[config.mk]
export PLATFORM = sky130hd
export DESIGN_NAME = sram_req_arbiter
export DESIGN_NICKNAME = d
export VERILOG_FILES = /design/src/rtl/sram_req_arbiter.sv
export SDC_FILE = /design/constraint.sdc
export NUM_CORES = 1
export LEC_CHECK = 0
export BUFFER_PORTS_ARGS = -buffer_cell sky130_fd_sc_hd__buf_2
export CORE_AREA = 4 4 107 109
export DETAILED_ROUTE_END_ITERATION = 12
export DIE_AREA = 0 0 111 113
export SLEW_MARGIN = 20
export SYNTH_ARGS = -nofsm -noshare
export SYNTH_HDL_FRONTEND = slang
export SYNTH_SLANG_ARGS = --single-unit
[constraint.sdc]
create_clock -name clk -period 1.5 [get_ports clk]
set_input_delay 0.15 -clock clk [delete_from_list [all_inputs] [get_ports clk]]
set_output_delay 0.15 -clock clk [all_outputs]
set_load 0.02 [all_outputs]
[src/rtl/sram_req_arbiter.sv]
// Shares one SRAM-like req/addr_ok/data_ok bus between the fetch and execute stages.
// Round-robin address arbitration, stall lock, and an in-order ID FIFO for responses.
module sram_req_arbiter #(
  parameter int DEPTH = 2,
  parameter int AW    = 32,
  parameter int DW    = 32
) (
  input  logic            clk,
  input  logic            resetn,
  input  logic            inst_req,
  input  logic [AW-1:0]   inst_addr,
  output logic            inst_addr_ok,
  output logic            inst_data_ok,
  output logic [DW-1:0]   inst_rdata,
  input  logic            data_req,
  input  logic            data_wr,
  input  logic [DW/8-1:0] data_wstrb,
  input  logic [AW-1:0]   data_addr,
  input  logic [DW-1:0]   data_wdata,
  output logic            data_addr_ok,
  output logic            data_data_ok,
  output logic [DW-1:0]   data_rdata,
  output logic            mem_req,
  output logic            mem_wr,
  output logic [DW/8-1:0] mem_wstrb,
  output logic [AW-1:0]   mem_addr,
  output logic [DW-1:0]   mem_wdata,
  input  logic            mem_addr_ok,
  input  logic            mem_data_ok,
  input  logic [DW-1:0]   mem_rdata,
  output logic            proto_err
);

  localparam int PW = (DEPTH > 1) ? $clog2(DEPTH) : 1;
  localparam int CW = $clog2(DEPTH + 1);

  typedef enum logic {SRC_INST = 1'b0, SRC_DATA = 1'b1} src_e;

  logic          lock_q;
  src_e          owner_q;
  src_e          last_q;
  src_e          winner;
  src_e          fifo_q [DEPTH];
  logic [PW-1:0] wr_ptr_q;
  logic [PW-1:0] rd_ptr_q;
  logic [CW-1:0] count_q;
  logic          issue_ok;
  logic          accept;
  logic          stall;
  logic          pop;
  src_e          head;

  function automatic logic [PW-1:0] ptr_inc(input logic [PW-1:0] p);
    return (p == PW'(DEPTH - 1)) ? '0 : p + 1'b1;
  endfunction

  // A locked request keeps the bus until accepted; otherwise round-robin on ties.
  always_comb begin
    winner = SRC_INST;
    if (lock_q)
      winner = owner_q;
    else if (inst_req && data_req)
      winner = (last_q == SRC_INST) ? SRC_DATA : SRC_INST;
    else if (data_req)
      winner = SRC_DATA;
  end

  // A pop in this cycle deliberately does not free a slot until the next one.
  assign issue_ok = (count_q < CW'(DEPTH));
  assign mem_req  = issue_ok & (lock_q | inst_req | data_req);
  assign accept   = mem_req & mem_addr_ok;
  assign stall    = mem_req & ~mem_addr_ok;

  assign mem_addr  = (winner == SRC_DATA) ? data_addr : inst_addr;
  assign mem_wr    = (winner == SRC_DATA) & data_wr;
  assign mem_wstrb = mem_wr ? data_wstrb : '0;
  assign mem_wdata = (winner == SRC_DATA) ? data_wdata : '0;

  assign inst_addr_ok = accept & (winner == SRC_INST);
  assign data_addr_ok = accept & (winner == SRC_DATA);

  assign head         = fifo_q[rd_ptr_q];
  assign pop          = mem_data_ok & (count_q != '0);
  assign inst_data_ok = pop & (head == SRC_INST);
  assign data_data_ok = pop & (head == SRC_DATA);
  assign inst_rdata   = mem_rdata;
  assign data_rdata   = mem_rdata;

  // NOTE: state uses non-blocking assignments so every register samples pre-edge values.
  always_ff @(posedge clk or negedge resetn) begin
    if (!resetn) begin
      lock_q    <= 1'b0;
      owner_q   <= SRC_INST;
      last_q    <= SRC_INST;
      wr_ptr_q  <= '0;
      rd_ptr_q  <= '0;
      count_q   <= '0;
      proto_err <= 1'b0;
    end else begin
      if (accept) begin
        wr_ptr_q <= ptr_inc(wr_ptr_q);
        last_q   <= winner;
        lock_q   <= 1'b0;
      end else if (stall) begin
        lock_q  <= 1'b1;
        owner_q <= winner;
      end
      if (pop)
        rd_ptr_q <= ptr_inc(rd_ptr_q);
      if (accept && !pop)
        count_q <= count_q + CW'(1);
      else if (pop && !accept)
        count_q <= count_q - CW'(1);
      if (mem_data_ok && count_q == '0)
        proto_err <= 1'b1;
    end
  end

  // NOTE: the ID storage is not reset; count_q alone decides which entries are valid.
  always_ff @(posedge clk) begin
    if (accept)
      fifo_q[wr_ptr_q] <= winner;
  end

endmodule

Word-level counts from Yosys, hierarchy flattened
Memory sizes are Yosys's and may differ from the RTL's.
Cells that the tools add are included.
{"block": "totals", "ramBits": 2, "regBits": 8, "n_memories": 1}
{"name": "fifo_q", "depth": 2, "word_bits": 1, "read_ports": 1, "rd_ports_with_merged_regs": 0, "write_ports": 1, "line": "43", "source": "src_e fifo_q [DEPTH];"}
{"block": "op_classes", "n_reduce_logical": 11, "magnitude_cmp": 1, "bitwise_logic": 15, "muxes": 15, "addsub": 4}
{"cell": "32-bit two-way mux", "count": 2}
{"cell": "1-bit two-way mux", "count": 10}
{"cell": "1-bit AND", "count": 9}
{"cell": "2-bit nonzero test", "count": 3}
{"cell": "1-bit logical AND", "count": 4}
{"cell": "2-bit two-way mux", "count": 2}
{"cell": "4-bit two-way mux", "count": 1}
{"cell": "1-bit inverter", "count": 4}
{"cell": "1-bit adder (second input constant)", "count": 2}
{"cell": "2-bit by 1-bit adder with 2-bit output (second input constant)", "count": 1}
{"cell": "1-bit zero test", "count": 2}
{"cell": "2-bit zero test", "count": 1}
{"cell": "2-bit less-than comparator (second input constant)", "count": 1}
{"cell": "1-bit OR", "count": 2}
{"cell": "2-bit AND reduction", "count": 1}
{"cell": "2-bit by 1-bit subtractor with 2-bit output (second input constant)", "count": 1}

Depth between registers and ports, before layout
Gate-level depths: netlist of run 1.
{"block": "logic_depth", "ltp_word": 8, "ltp_mapped": 6, "ltp_nobuf": 6}

Least setup slack after synthesis of run 1
Ideal clock, no wire load.
{"block": "synth_timing", "path_type": "register to register", "startpoint": "reg count_q[1]", "endpoint": "reg count_q[1]", "path_buffers": 1, "stages_incl_launch_ff": 7, "setup_ns": 0.125, "t_arrival_ns": 1.373, "synth_period_minus_slack_ns": 1.498, "slack_ns": 0.002, "cell_sequence": "dfrtp_1 > buf_2 > o21ai_0 > ha_1 > xor2_1 > nor2_1 > xor2_1"}
{"block": "synth_between", "elab_chain_cells": 6, "elab_cells_between_ends": 14, "classes_between": "add/sub: 2; order compare: 1; mux: 2; bitwise: 3; reduce/logical: 6"}
{"element": "from (decl)", "line": "46", "source": "logic [CW-1:0] count_q;"}
{"element": "from (signal assigned)", "line": "111", "source": "count_q <= count_q + CW'(1);"}
{"element": "from (signal assigned)", "line": "113", "source": "count_q <= count_q - CW'(1);"}
{"element": "2-bit less-than comparator", "line": "69", "source": "assign issue_ok = (count_q < CW'(DEPTH));"}
{"element": "1-bit AND", "line": "70", "source": "assign mem_req = issue_ok & (lock_q | inst_req | data_req);"}
{"element": "1-bit AND", "line": "71", "source": "assign accept = mem_req & mem_addr_ok;"}
{"element": "1-bit zero test", "line": "112", "source": "else if (pop && !accept)"}
{"element": "1-bit logical AND", "line": "112"}
{"element": "2-bit nonzero test (no line)"}
Several ways; a longest one is shown, not always the timed one. The select of a mux whose other input is x is not followed.
A chain may end at the register's enable or synchronous reset.

Worst setup path after layout of run 1
{"block": "layout_timing", "startpoint": "reg lock_q", "endpoint": "out mem_addr[19]"}
{"block": "layout_between", "elab_chain_cells": 2}
{"element": "from (decl)", "line": "39", "source": "logic lock_q;"}
{"element": "from (signal assigned)", "line": "92", "source": "lock_q <= 1'b0;"}
{"element": "from (signal assigned)", "line": "103", "source": "lock_q <= 1'b0;"}
{"element": "from (signal assigned)", "line": "105", "source": "lock_q <= 1'b1;"}
{"element": "1-bit two-way mux", "line": "60", "source": "if (lock_q)"}
{"element": "32-bit two-way mux", "line": "74", "source": "assign mem_addr = (winner == SRC_DATA) ? data_addr : inst_addr;"}
{"element": "to (decl)", "line": "26", "source": "output logic [AW-1:0] mem_addr,"}
No other way between the ends.

==> flow_summary.ini, run 1 <==
[die]
die_h_um = 113
die_w_um = 111
initial_core_util_pct = 15.2
dieArea_mm2 = 0.0125
coreArea_mm2 = 0.0106
rows = 38
ios = 278

[clock_tree]
cts_tree = yes
clk_pin_slew_ps = 50
cts_buffers = 3
root_buffer = clkbuf_8
numClockSinks = 10
htree_num_levels = 1
clk-insertion-delay-late_ps = 240
clock_path_buffers = 2

[global_routing]
track_usage_pct = 7.84
grt-ovfl-total = 0
grt_pass1_wl_mm = 8.20
grt_max_degree = 43
grt_pass1_vias = 1634
antenna_found_initial = 0

[cells_and_area]
drive_gt1_share_pct = 77.5
area_growth_pct = 45.3
final_util_pct = 22.1
nets = 443
diodes = 0

[sta]
hold_viol = 0
post-route-min-period_ps = 1810
fin_worst_skew_ps = 2.55
slew_headroom_pct = 80.7
drv_slew = 0
fmax_mhz = 552
layout_setup_ws_ps = -313
max_slew.worst_pin.slew_ps = 290
fin_crit_sh_pct = 121
rsz0062_at_grt = true
setup_violations = 77

[synth]
synth_edf_count = 2
synth_top_cell_area_share_pct = 29.8
syn_area_mm2 = 0.00161
async_flop_share_pct = 80.0
synthTopCellsByArea = buf_4 30%, mux2_2 22%, and2_1 14%, dfrtp_1 12%, edfxtp_1 3.7%
synth_compound_area_share_pct = 2.10
yosysMostFrequentCell = buf_4
yosys.area_share.adder_pct = 0.776
ys_ff_latch = 10
synth_ff_type = dfrtp_1
yosys_warnings = 0
avgSynthCellArea_um2 = 8.95
synth_cell_type_count = 26
synthXorXnorAreaFrac_pct = 2.72
synthTopCellsByCount = 64 x buf_4, 36 x and2_1, 31 x mux2_2
muxShareOfSynthArea_pct = 24.6
synth_cells = 180
synth_top_family_by_area = buffers and inverters
syn-num-nets = 320
yosys.area.top_type = buf_4
synth_seq_area_share_pct = 16.1
synthSimpleGateAreaFrac_pct = 20.0

[worst_setup_path]
path_class = flop to primary output
r2r_slack_ps = -160
path_max_fanout = 27
cpPeakStageDelay_ps = 400
cp_cell_sequence = nor2b_2 -> a22oi_4 -> buf_12 -> mux2_2 -> buf_2
start_kind = flop
crit_start = lock_q
crit_slowest_cell = dfrtp_2
rr_endpoint = count_q[1]
reg2reg_from = lock_q
rr_worst_depth = 8
end_kind = primary output
required_ps = 1350
crit_arrival_ps = 1660

[placement]
gp_congestion = 0.728
dp_hpwl_mm = 4.75
io_buffers = 181

[pwr]
power_leakage_nw = 1.30
powerDensity_mw_per_mm2 = 1580
vdd_ir_drop_max_v = 0.000583
power_mw = 3.69

[outcome]
violations = setup timing
outcome = finished with violations

[detailed_routing]
remaining_drc_errors = 0
vias = 1576
dr_wl_met2_mm = 2.76
routed_via_density = 3.57
dr_wl_met3_um = 564
ant_nets = 0
drtPass1Iterations = 4
met1Wirelength_mm = 1.99
post_drt_wl_per_cell_um = 12.4
routed_wl_mm = 5.50
highest_layer = met4
dr.first_iter.drc_count = 16

[min_path]
holdPathStages = 2
min_to = proto_err
hold_class = input port to flop
min_from = mem_data_ok

[job]
cap_violations = 0
## through the flow
stage / hold slack [ps] / area (um^2) / setup slack, ps / instances / TNS (ps)
2_1_floorplan: -146 / 1610 / 1.73 / 180 / 0
3_3_place_gp: 1.34 / 2200 / -73.9 / 433 / -2810
6_report: 161 / 2340 / -313 / 442 / -18030
5_1_grt: 175 / 2340 / -376 / 442 / -24170
3_5_place_dp: 2.47 / 2200 / -122 / 433 / -6030
4_1_cts: 131 / 2310 / -319 / 441 / -19980
## registers in the layout, indices dropped and copies added, names as in the netlist
register,cells
count_q,2
fifo_q,2
last_q,1
lock_q,1
owner_q,1
proto_err,1
rd_ptr_q,1
wr_ptr_q,1
## power breakdown
group	total, mW	switching [mW]	internal (mW)
clock network	0.337	0.107	0.231
logic	2.83	1.56	1.26
registers	0.528	0.126	0.402
total	3.69	1.80	1.90
## how the worst max path moves through the flow
| stage | to | slack [ps] | cells after the start |
|---|---|---|---|
| 4_1_cts | mem_addr[0] | -320 | 5 |
| 5_1_grt | mem_addr[24] | -380 | 5 |
| 6_report | mem_addr[19] | -310 | 5 |
| 3_3_place_gp | mem_wstrb[3] | -70 | 6 |
| 2_1_floorplan | count_q[1] | 2 | 6 |
| 3_5_place_dp | mem_wstrb[3] | -120 | 6 |
## placed cells by master, fill, tap and decap left out, drive strengths merged
cell	instances
edfxtp	2
nor2	4
or3	1
a22oi	1
nor2b	3
dlygate4sd3	1
inv	1
xor2	3
mux2	34
o21ai	1
nor3	1
and3	4
xnor2	2
dfrtp	8
ha	1
buf	189
and2	36
clkbuf	4
nor3b	1
a21o	1
nand2	3
mux2i	1
## critical path, delay by kind of cell (launching register included)
family | cells | cell delay [ps]
DFF | 1 | 400
muxes | 1 | 370
AOI/OAI and AO/OA | 1 | 190
and+or+nand+nor | 1 | 70
buffers and inverters | 2 | 380
## logic make-up (layout without fill, tap and decap cells)
kind of cell,after synthesis,count (layout)
fa+ha+maj,1,1
flops,10,10
simple gates,53,53
compound gates,3,3
xor+xnor,5,5
mux,35,35
buf+inv,73,195
## per-layer routing
layer / vias to the layer above / GRT usage [%]
met2: 91 / 13.6
li1: 761 / -
met3: 29 / 2.62
met4: 0 / 3.78
met1: 695 / 8.64
met5: - / 0
## timing repair
item / in CTS / in global routing
endpoints found under the setup margin: 72 / 78
buffers inserted: 3 / 1
gates resized for setup: 7 / 8
pin swaps: 3 / 2
hold buffers: 1 / 0
endpoints found under the hold margin: 8 / 0
## cell type report
cell class	count	area, um^2
tap	140	175
timing repair buffer	190	1010
inverter	1	11.3
fill	1168	8260
sequential	10	262
clock buffer	4	55.1
multi-input combinational	97	831
(Power assumes the default switching activity.)
==> run 2: changes to the inputs <==
CORE_AREA = 4 4 104 106   (was 4 4 107 109)
DIE_AREA = 0 0 108 110   (was 0 0 111 113)
clock period = 2 ns   (was 1.5 ns; I/O delays follow)
==> flow_summary.ini, run 2 (same netlist as run 1, synthesis figures left out) <==
[pwr]
power_mw = 2.59
power_leakage_nw = 1.26
powerDensity_mw_per_mm2 = 1160
vdd_ir_drop_max_v = 0.000395

[sta]
setup_violations = 0
drv_slew = 0
post-route-min-period_ps = 1900
max_slew.worst_pin.slew_ps = 340
fin_worst_skew_ps = 2.31
tns_ps = 0
fmax_mhz = 527
slew_headroom_pct = 77.2
fin_crit_sh_pct = 94.9
rsz0062_at_grt = false
hold_viol = 0

[worst_setup_path]
start_kind = flop
path_class = flop to primary output
crit_arrival_ps = 1700
end_kind = primary output
required_ps = 1800
r2r_slack_ps = 490
path_max_fanout = 34

[outcome]
outcome = complete, no violations

[global_routing]
antenna_found_initial = 0
grt-ovfl-total = 0
track_usage_pct = 7.96
grt_max_degree = 43
grt_pass1_wl_mm = 7.66
grt_pass1_vias = 1559

[die]
ios = 278
initial_core_util_pct = 16.5
coreArea_mm2 = 0.00977
rows = 36
die_w_um = 108
die_h_um = 110
dieArea_mm2 = 0.0119

[clock_tree]
clk_pin_slew_ps = 50
cts_tree = yes
clk-insertion-delay-late_ps = 240
numClockSinks = 10
htree_num_levels = 1
postCtsSetupBuffers = 0
root_buffer = clkbuf_8
cts_buffers = 3
clock_path_buffers = 2

[detailed_routing]
routed_wl_mm = 5.54
vias = 1574
post_drt_wl_per_cell_um = 12.9
drtPass1Iterations = 4
remaining_drc_errors = 0
dr.first_iter.drc_count = 26
ant_nets = 0
routed_via_density = 3.66

[placement]
io_buffers = 181
dp_hpwl_mm = 4.89
gp_congestion = 0.668

[job]
cap_violations = 0

[cells_and_area]
final_cell_mix = 181 x buf_2, 36 x and2_1, 31 x mux2_2, 8 x dfrtp_1
nets = 438
diodes = 0
final_common_cell = buf_2
drive_gt1_share_pct = 75.4
area_growth_pct = 39.1
fill_cells = 1120
reg.largest.list = count_q x2, fifo_q x2

[min_path]
hold_class = input port to flop
[run 2: final timing paths]
kind | from | endpoint | cells past startpoint
worst min register to register | proto_err | proto_err | 1
worst max-delay path | lock_q | mem_addr[22] | 5
min in group asynchronous | resetn | rd_ptr_q | 2
worst min-delay path | mem_data_ok | proto_err | 2
max in group asynchronous | resetn | lock_q | 2
worst max register to register | lock_q | count_q[1] | 6
[run 2: per-stage QoR]
step | cells | setup slack, ps | util [%] | cell area (um^2) | hold WS (ps)
6_report | 430 | 102 | 22.9 | 2240 | 186
5_1_grt | 430 | 1.85 | 22.9 | 2240 | 191
2_1_floorplan | 180 | 453 | - | 1610 | -95.6
3_5_place_dp | 425 | 319 | 22.3 | 2180 | 53.2
4_1_cts | 430 | 63.5 | 22.9 | 2240 | 183
3_3_place_gp | 425 | 375 | 22.3 | 2180 | 51.0
[run 2: where the power goes]
group | internal, mW | total [mW] | switching, mW
Combinational | 0.866 | 1.99 | 1.12
Sequential | 0.299 | 0.383 | 0.0840
Clock | 0.135 | 0.216 | 0.0816
[run 2: repair_timing]
item / CTS / global route
setup endpoints to repair: 0 / 38
hold endpoints to repair: 8 / 0
hold buffers: 1 / 0
resized for setup: 0 / 1
[run 2: area by class of cell]
type	instances	area, um^2	share of cell area (%)
Timing Repair Buffer	185	951	42.4
Clock inverter	1	3.75	0.168
Clock buffer	3	41.3	1.84
Tap cell	133	166	7.43
Sequential cell	10	260	11.6
Multi-Input combinational cell	97	810	36.1
Inverter	1	8.76	0.391
[run 2: worst max-delay path, cell delays in order, from the launching register on]
cell and delay (ps):
dfrtp_1 430, nor2b_2 80, a22oi_4 170, buf_12 230
mux2_2 360, buf_2 160
[run 2: routing by layer]
metal  track usage [%]  wire length (um)  up-vias
met3              1.51               598       29
met5                 0                 0        -
li1                  -                 -      752
met2              15.0              2930       94
met4              3.97               226        0
met1              8.50              1790      699
==> run 3: changes to the inputs <==
PLACE_DENSITY_LB_ADDON = 0.12   (was default)
TNS_END_PERCENT = 1   (was default)
==> flow_summary.ini, run 3 (same netlist as run 1, synthesis figures left out) <==
[clock_tree]
clk-insertion-delay-late_ps = 240
root_buffer = clkbuf_8
clock_path_buffers = 2
cts_tree = yes
cts_buffers = 3
postCtsSetupBuffers = 0
clk_pin_slew_ps = 50
htree_num_levels = 1
numClockSinks = 10

[cells_and_area]
final_util_pct = 23.0
drive_gt1_share_pct = 75.5
layout.cells.non_filler = 431
diodes = 0
final_cell_mix = 181 x buf_2, 36 x and2_1, 31 x mux2_2, 8 x dfrtp_1
fill_cells = 1130
reg.largest.list = count_q x2, fifo_q x2
nets = 439
postLayoutCellArea_mm2 = 0.00225
area_growth_pct = 39.8
final_common_cell = buf_2

[sta]
fmax_mhz = 534
post-route-min-period_ps = 1870
fin_crit_sh_pct = 93.6
fin_worst_skew_ps = 4.02
tns_ps = 0
hold_viol = 0
slew_headroom_pct = 75.9
max_slew.worst_pin.slew_ps = 359
rsz0062_at_grt = false
setup_violations = 0
drv_slew = 0

[pwr]
power_leakage_nw = 1.27
pwr-share-seq_pct = 14.6
vdd_ir_drop_max_v = 0.000289
netSwitchingFraction_pct = 50.2
pwr-share-comb_pct = 77.2
intPower_mw = 1.32
pwr-share-clk_pct = 8.2
powerDensity_mw_per_mm2 = 1170
p_sw_mw = 1.33

[placement]
dp_hpwl_mm = 5.34
io_buffers = 181
gp_congestion = 0.680
placed_area_mm2 = 0.00219
dp_cells = 426

[global_routing]
antenna_found_initial = 0
grt_max_degree = 43
grt_pass1_vias = 1470
track_usage_pct = 8.75
grt_pass1_wl_mm = 8.18
grt-ovfl-total = 0

[die]
dieArea_mm2 = 0.0119
rows = 36
ios = 278
die_w_um = 108
die_h_um = 110
initial_core_util_pct = 16.5
coreArea_mm2 = 0.00977

[worst_setup_path]
required_ps = 1800
reg2reg_from = lock_q
start_kind = flop
rr_endpoint = count_q[1]
crit_arrival_ps = 1670
path_class = flop to primary output
end_kind = primary output
r2r_slack_ps = 470
path_max_fanout = 19
rr_worst_depth = 6

[job]
cap_violations = 0

[detailed_routing]
dr.first_iter.drc_count = 37
ant_nets = 0
drtPass1Iterations = 4
vias = 1528
routed_wl_mm = 6.09
routed_via_density = 3.55
post_drt_wl_per_cell_um = 14.1
remaining_drc_errors = 0

[min_path]
holdPathStages = 2
min_to = proto_err
hold_class = input port to flop
min_from = mem_data_ok

[outcome]
outcome = complete, no violations
==> run 3: layout make-up <==
class                   instances  area, um^2  area share [%]
repair buffers                186         962            42.7
clock buffers                   3        41.3            1.83
multi-input cells              97         810            35.9
clock inverters                 1        3.75           0.167
flip-flops and latches         10         260            11.6
well taps                     133         166            7.39
inverters                       1        8.76           0.389
==> run 3: power by group through the flow <==
stage / logic [mW] / registers (mW) / clock network, mW
6_report: 2.04 / 0.385 / 0.217
3_3_place_gp: 2.07 / 0.389 / 0
5_1_grt: 2.22 / 0.398 / 0.230
3_5_place_dp: 2.08 / 0.389 / 0
4_1_cts: 2.09 / 0.386 / 0.219
2_1_floorplan: 1.63 / 0.356 / 0
==> run 3: worst max-delay path by stage <==
stage / to / startpoint / slack, ps / depth (start not counted)
after floorplan: mem_addr[28] / lock_q / 450 / 4
after CTS: mem_wdata[11] / lock_q / 20 / 6
after detailed placement: mem_wdata[11] / lock_q / 290 / 6
final: mem_addr[23] / lock_q / 130 / 5
after global routing: mem_wdata[11] / lock_q / 10 / 6
after global placement: mem_wdata[13] / lock_q / 330 / 6
==> run 3: routing by layer <==
| metal | track usage, % | share of wire, % | vias up | routed length (um) |
|---|---|---|---|---|
| li1 | - | - | 752 | - |
| met4 | 1.71 | 2.1 | 0 | 125 |
| met1 | 10.1 | 35 | 654 | 2110 |
| met2 | 15.9 | 53 | 103 | 3230 |
| met5 | 0 | 0 | - | 0 |
| met3 | 2.91 | 10 | 19 | 628 |
==> run 3: timing repair <==
action / CTS / global route
resized for setup: 0 / 2
endpoints found under the hold margin: 8 / 0
setup endpoints to repair: 0 / 47
hold buffers: 1 / 0
==> run 3: metrics by stage <==
stage | setup slack [ps] | total power, mW | hold WS, ps
2_1_floorplan | 453 | 1.99 | -95.6
3_3_place_gp | 328 | 2.46 | 57.4
4_1_cts | 21.5 | 2.69 | 185
5_1_grt | 13.4 | 2.85 | 193
6_report | 128 | 2.64 | 186
3_5_place_dp | 287 | 2.47 | 62.7
==> run 3: critical path, cell delays in order (launching register included) <==
cell and delay [ps]:
dfrtp_1 430, nor2b_2 80, a22oi_4 200, buf_12 200, mux2_2 350, buf_2 160
